`config.mk`:
```
export PLATFORM = sky130hd
export DESIGN_NAME = midi_tx
export DESIGN_NICKNAME = d
export VERILOG_FILES = /design/src/rtl/midi_tx.sv
export SDC_FILE = /design/constraint.sdc
export NUM_CORES = 1
export LEC_CHECK = 0
export CAP_MARGIN = 0
export CORE_AREA = 2 2 84 86
export DETAILED_ROUTE_END_ITERATION = 10
export DIE_AREA = 0 0 86 88
export GPL_TIMING_DRIVEN = 1
export PLACE_DENSITY = 0.86
export SLEW_MARGIN = 20
export SYNTH_ARGS = -nofsm -noshare
export SYNTH_HDL_FRONTEND = slang
export SYNTH_SLANG_ARGS = --single-unit
```
`constraint.sdc`:
```
create_clock -name i_clk -period 2.7 [get_ports i_clk]
set_input_delay 0.27 -clock i_clk [delete_from_list [all_inputs] [get_ports i_clk]]
set_output_delay 0.27 -clock i_clk [all_outputs]
set_load 0.005 [all_outputs]
```
`src/rtl/midi_tx.sv`:
```
// MIDI transmitter: one-message holding slot, optional running-status compression,
// 8N1 serializer (LSB first, idle high) at CLKS_PER_BIT clocks per bit.
module midi_tx #(
    parameter int CLKS_PER_BIT   = 1600,
    parameter bit RUNNING_STATUS = 1'b1
) (
    input  logic       i_clk,
    input  logic       i_nrst,
    input  logic [7:0] i_status,
    input  logic [7:0] i_data1,
    input  logic [7:0] i_data2,
    input  logic       i_valid,
    output logic       o_ready,
    output logic       o_serial,
    output logic       o_busy,
    output logic       o_err
);
    localparam int CW = (CLKS_PER_BIT > 1) ? $clog2(CLKS_PER_BIT) : 1;
    localparam logic [CW-1:0] BAUD_LAST = CW'(CLKS_PER_BIT - 1);

    localparam logic [1:0] S_IDLE  = 2'd0;
    localparam logic [1:0] S_START = 2'd1;
    localparam logic [1:0] S_DATA  = 2'd2;
    localparam logic [1:0] S_STOP  = 2'd3;

    logic [1:0]      state_q, state_d;
    logic [CW-1:0]   baud_q, baud_d;
    logic [2:0]      bit_q, bit_d;
    logic            hold_full_q, hold_full_d;
    logic [7:0]      hold_st_q, hold_st_d;
    logic [7:0]      hold_d1_q, hold_d1_d;
    logic [7:0]      hold_d2_q, hold_d2_d;
    logic [1:0]      hold_len_q, hold_len_d;
    logic [2:0][7:0] act_q, act_d;
    logic [1:0]      act_len_q, act_len_d;
    logic [1:0]      idx_q, idx_d;
    logic [7:0]      last_q, last_d;
    logic            last_vld_q, last_vld_d;
    logic            err_q, err_d;

    logic [1:0] in_len;
    logic       accept, baud_last, msg_done, transfer, hold_chan, skip_st;

    // Message length from the status byte; 0 marks a message to reject.
    always_comb begin
        in_len = 2'd0;
        case (i_status[7:4])
            4'h8, 4'h9, 4'hA, 4'hB, 4'hE: in_len = 2'd3;
            4'hC, 4'hD:                   in_len = 2'd2;
            4'hF:                         in_len = i_status[3] ? 2'd1 : 2'd0;
            default:                      in_len = 2'd0;
        endcase
    end

    assign accept    = i_valid && !hold_full_q;
    assign baud_last = (baud_q == BAUD_LAST);
    assign msg_done  = (state_q == S_STOP) && baud_last && (idx_q == act_len_q - 2'd1);
    assign transfer  = hold_full_q && ((state_q == S_IDLE) || msg_done);
    assign hold_chan = (hold_len_q != 2'd1);
    assign skip_st   = RUNNING_STATUS && hold_chan && last_vld_q && (hold_st_q == last_q);

    always_comb begin
        state_d     = state_q;
        baud_d      = baud_q;
        bit_d       = bit_q;
        hold_full_d = hold_full_q;
        hold_st_d   = hold_st_q;
        hold_d1_d   = hold_d1_q;
        hold_d2_d   = hold_d2_q;
        hold_len_d  = hold_len_q;
        act_d       = act_q;
        act_len_d   = act_len_q;
        idx_d       = idx_q;
        last_d      = last_q;
        last_vld_d  = last_vld_q;
        err_d       = accept && (in_len == 2'd0);

        if (accept && in_len != 2'd0) begin
            hold_full_d = 1'b1;
            hold_st_d   = i_status;
            hold_d1_d   = {1'b0, i_data1[6:0]};
            hold_d2_d   = {1'b0, i_data2[6:0]};
            hold_len_d  = in_len;
        end else if (transfer) begin
            hold_full_d = 1'b0;
        end

        if (state_q != S_IDLE)
            baud_d = baud_last ? '0 : baud_q + 1'b1;

        case (state_q)
            S_START: if (baud_last) begin
                state_d = S_DATA;
                bit_d   = 3'd0;
            end
            S_DATA: if (baud_last) begin
                bit_d = bit_q + 3'd1;
                if (bit_q == 3'd7) state_d = S_STOP;
            end
            S_STOP: if (baud_last) begin
                if (!msg_done) begin
                    idx_d   = idx_q + 2'd1;
                    state_d = S_START;
                end else begin
                    state_d = S_IDLE;
                end
            end
            default: ;
        endcase

        // Slot -> active message; the status byte is dropped when running status matches.
        if (transfer) begin
            state_d = S_START;
            baud_d  = '0;
            idx_d   = 2'd0;
            if (skip_st) begin
                act_d     = {8'h00, hold_d2_q, hold_d1_q};
                act_len_d = hold_len_q - 2'd1;
            end else begin
                act_d     = {hold_d2_q, hold_d1_q, hold_st_q};
                act_len_d = hold_len_q;
                if (hold_chan) begin
                    last_d     = hold_st_q;
                    last_vld_d = 1'b1;
                end
            end
        end
    end

    always_ff @(posedge i_clk or negedge i_nrst) begin
        if (!i_nrst) begin
            state_q     <= S_IDLE;
            baud_q      <= '0;
            bit_q       <= 3'd0;
            hold_full_q <= 1'b0;
            hold_st_q   <= 8'h00;
            hold_d1_q   <= 8'h00;
            hold_d2_q   <= 8'h00;
            hold_len_q  <= 2'd0;
            act_q       <= '0;
            act_len_q   <= 2'd0;
            idx_q       <= 2'd0;
            last_q      <= 8'h00;
            last_vld_q  <= 1'b0;
            err_q       <= 1'b0;
        end else begin
            state_q     <= state_d;
            baud_q      <= baud_d;
            bit_q       <= bit_d;
            hold_full_q <= hold_full_d;
            hold_st_q   <= hold_st_d;
            hold_d1_q   <= hold_d1_d;
            hold_d2_q   <= hold_d2_d;
            hold_len_q  <= hold_len_d;
            act_q       <= act_d;
            act_len_q   <= act_len_d;
            idx_q       <= idx_d;
            last_q      <= last_d;
            last_vld_q  <= last_vld_d;
            err_q       <= err_d;
        end
    end

    always_comb begin
        case (state_q)
            S_START: o_serial = 1'b0;
            S_DATA:  o_serial = act_q[idx_q][bit_q];
            default: o_serial = 1'b1;
        endcase
    end

    assign o_ready = !hold_full_q;
    assign o_busy  = (state_q != S_IDLE) || hold_full_q;
    assign o_err   = err_q;
endmodule

```
==> results of run 1 <==
metal layers:
metal	wire length, um	track usage (%)	vias up	part of all wire, %
met3	232	2.545	15	3.2
met2	3604	33.26	73	49
li1	-	-	1242	-
met4	135	10.10	0	1.8
met5	0	0	-	0
met1	3329	28.94	1296	46
power groups by stage:
| stage | Clock, mW | Combinational (mW) | Sequential [mW] |
|---|---|---|---|
| after CTS | 1.06 | 0.447 | 1.53 |
| after detailed placement | 0 | 0.438 | 1.55 |
| after global placement | 0 | 0.408 | 1.54 |
| after floorplan | 0 | 0.312 | 1.47 |
| after global routing | 1.12 | 0.488 | 1.55 |
| final | 1.05 | 0.438 | 1.53 |
state kept, by name, indices dropped and copies added, names as in the netlist, 2 cells and up:
name	cells
act_len_q	2
act_q	22
baud_q	11
bit_q	3
hold_d1_q	7
hold_d2_q	7
hold_len_q	2
hold_st_q	8
idx_q	2
last_q	8
state_q	2
final timing paths:
path	from	to	slack [ns]	cells past startpoint
worst min-delay path	i_nrst	o_err	0.07	1
min in group i_clk	act_q[11]	act_q[11]	0.48	2
worst min register to register	act_q[11]	act_q[11]	0.48	2
worst max register to register	baud_q[8]	state_q[1]	0.33	5
worst max-delay path	idx_q[0]	o_serial	0.16	6
max in group asynchronous	i_nrst	act_q[14]	2.04	1
through the flow:
step           power [mW]  cells
2_1_floorplan       1.782    331
3_3_place_gp        1.945    432
3_5_place_dp        1.993    432
4_1_cts             3.041    447
5_1_grt             3.158    447
6_report            3.023    447
placed cells by master (no fill, tap or decap), types with 2 or more instances in the layout:
cell and n:
xor2_1 7, nand2b_1 4, bufinv_16 3, nand3_1 5
o311ai_0 2, nor2b_1 5, inv_1 9, a21oi_1 4
mux2_2 29, nand4_1 7, clkdlybuf4s50_1 27, buf_4 10
mux2i_1 20, nand3b_1 3, nor3_4 2, nand2_1 31
dfrtp_1 77, nor2_1 19, and3b_1 2, o21ai_0 25
a32o_1 2, and3_1 4, nor3_1 3, xnor2_1 13
clkbuf_8 11, a22o_1 11, ha_1 8, o31ai_1 4
layout make-up:
type / count / area [um2] / area share (%)
clock buffers: 11 / 151.4 / 3.459
clock inverters: 4 / 95.09 / 2.173
inverters: 9 / 33.78 / 0.7719
multi-input cells: 229 / 1724 / 39.39
flip-flops and latches: 77 / 1927 / 44.03
well taps: 80 / 100.1 / 2.287
repair buffers: 37 / 345.3 / 7.890
cell families after synthesis:
group	count (synthesis)
mux	50
fa+ha+maj	8
xor+xnor	20
simple gates	91
compound gates	60
buf+inv	25
flops	77
==> summary.txt, run 1 <==
Status
  • Outcome: finished, final reports clean

Global routing
  • GR Overflow Total: 0
  • Vias in the first global route: 2646
  • Largest net degree at the start of global routing: between 70 and 80
  • Antenna violations before repair: 0
  • GR Util All Layers: 20.96%
  • First-pass GRT wire length: between 10000 and 15000 um

Placement
  • Pre-CTS setup slack: 0.3545 ns
  • Gpl congestion: 0.8386
  • Hpwl dp: roughly 5100 um
  • Dpl cell area: 0.004130 mm2
  • Port bufs: 28

Power and ir drop
  • Internal power: roughly 2.3 mW
  • Leakage: approximately 1.9 nW
  • Combinational share of power: 14.5%
  • Flop pwr share: 50.7%
  • NetSw: around 0.77 mW
  • Maximum VDD drop: 503.1 uV
  • Power per cell area: 690.7 mW/mm2
  • Switch share: 25.51%
  • Clock power share: 34.8%

Die
  • Starting Density: 56.33%
  • Row count: 30
  • Core region area: between 0.006 and 0.007 mm2
  • IO Count: 31
  • Die width: 86 um
  • Die area: between 0.007 and 0.008 mm2
  • Die height: a little under 90 um

Clock network
  • Worst skew pair latency: ~0.34 ns
  • Clock slew at reported path FFs: 0.07 ns
  • Num CTS Buffers: 9
  • Max H-tree Level: 3
  • Clock Sinks: 77
  • Clock buffer depth: 2
  • Hold buffers post-CTS: 0
  • Root buffer cell: clkbuf_8
  • Number of gates resized after CTS: 0
  • Post-CTS setup buffers: 0
  • TritonCTS clock tree: done

Timing
  • Max frequency: about 0.39 GHz
  • Relative slew slack: 38.02%
  • Final min period: 2.542 ns
  • Fin Setup TNS: 0 ns
  • Final worst-path cycle share: between 90% and 100%
  • Worst Hold Slack: 0.07071 ns
  • Final Hold Viols: 0
  • Worst-margin pin slew: 0.9297 ns
  • Worst setup margin: approximately 0.16 ns
  • RSZ-0062 raised after global routing: no
  • # setup viols final: 0
  • Slew Viols, Final: 0
  • Worst-case clock skew: 0.006821 ns

Worst setup path
  • Buf/Inv on CP: 1
  • Startpoint Class: register
  • WS Path Type: register to primary output
  • Crit-path cells: mux4_2, nor2b_1, o311ai_1, a21o_1, nand3_1, clkdlybuf4s50_1
  • Delay-heaviest family, CP: multiplexers
  • Worst path max stage delay: about 0.5 ns
  • Crit-path slowest cell: mux4_2
  • Arr. time, crit path: roughly 2.3 ns
  • Setup crit end kind: primary output
  • CP max FO: 2
  • Critical Path RT: 2.43 ns

Synth
  • Simple-Gate Fraction of Synth Area: 13.04%
  • Synth Flop Type: dfrtp_1
  • Post-Synthesis Cell Area: 0.003742 mm2
  • Adder-cell share of the synthesized area: 2.675%
  • Syn nets: 366
  • Post-synthesis register bit count: 77
  • Largest family of logic cells by synthesized area: multiplexers
  • Avg Inst Size Synth: 11.31 um2
  • XOR/XNOR share of the synthesized area: 4.681%
  • Share of the synthesized area in the top cell type: 51.49%
  • Sequential cell area fraction in the yosys report: 51.49%
  • Commonest cells in the netlist: dfrtp_1, nand2_1, mux2_2
  • Synth unique cells: 43
  • Post-synth top area cell: dfrtp_1
  • Mux share of post-synthesis cell area: 14.68%
  • Share of flip-flops with an asynchronous set or reset: 100.0%
  • Most frequent cell after synthesis: dfrtp_1
  • YS warnings: 0
  • Largest cells by area after synthesis: dfrtp_1, mux2_2, mux2i_1
  • EDFF count, synth: 0
  • Cell count after synthesis: between 300 and 400
  • Compound-Gate Fraction of Synth Area: a little over a tenth

Layout
  • ANT cells: 0
  • Design area: between 0.004 and 0.005 mm2
  • Area grow syn2layout: 16.95%
  • Fin util: 65.88%
  • Share of cells above drive strength 1: 17.17%
  • Fillers: 449
  • Layout Nets: 398

Drt
  • Routed wire length: 7301 um
  • Vias: 2626
  • Wire per inst: 16.33 um
  • First drt pass iteration count: 4
  • Initial DRC Count: 202
  • Routed Antenna Nets: 0
  • Vias per cell: 5.875
  • Drt drc: 0

Min path
  • Hold WC Path Type: input pin to async pin

Flow run
  • MaxCap Viol Count: 0
Note: power is estimated with default switching activity, not from simulation.
==> run 2: changes to the inputs <==
--- a/config.mk
+++ b/config.mk
@@ -10,6 +10,7 @@
 export DETAILED_ROUTE_END_ITERATION = 10
 export DIE_AREA = 0 0 86 88
 export GPL_TIMING_DRIVEN = 1
+export HOLD_SLACK_MARGIN = 0.1
 export PLACE_DENSITY = 0.86
 export SLEW_MARGIN = 20
 export SYNTH_ARGS = -nofsm -noshare
==> results of run 2 <==
No change in the layout: final DEF, timing and power equal those of run 1.
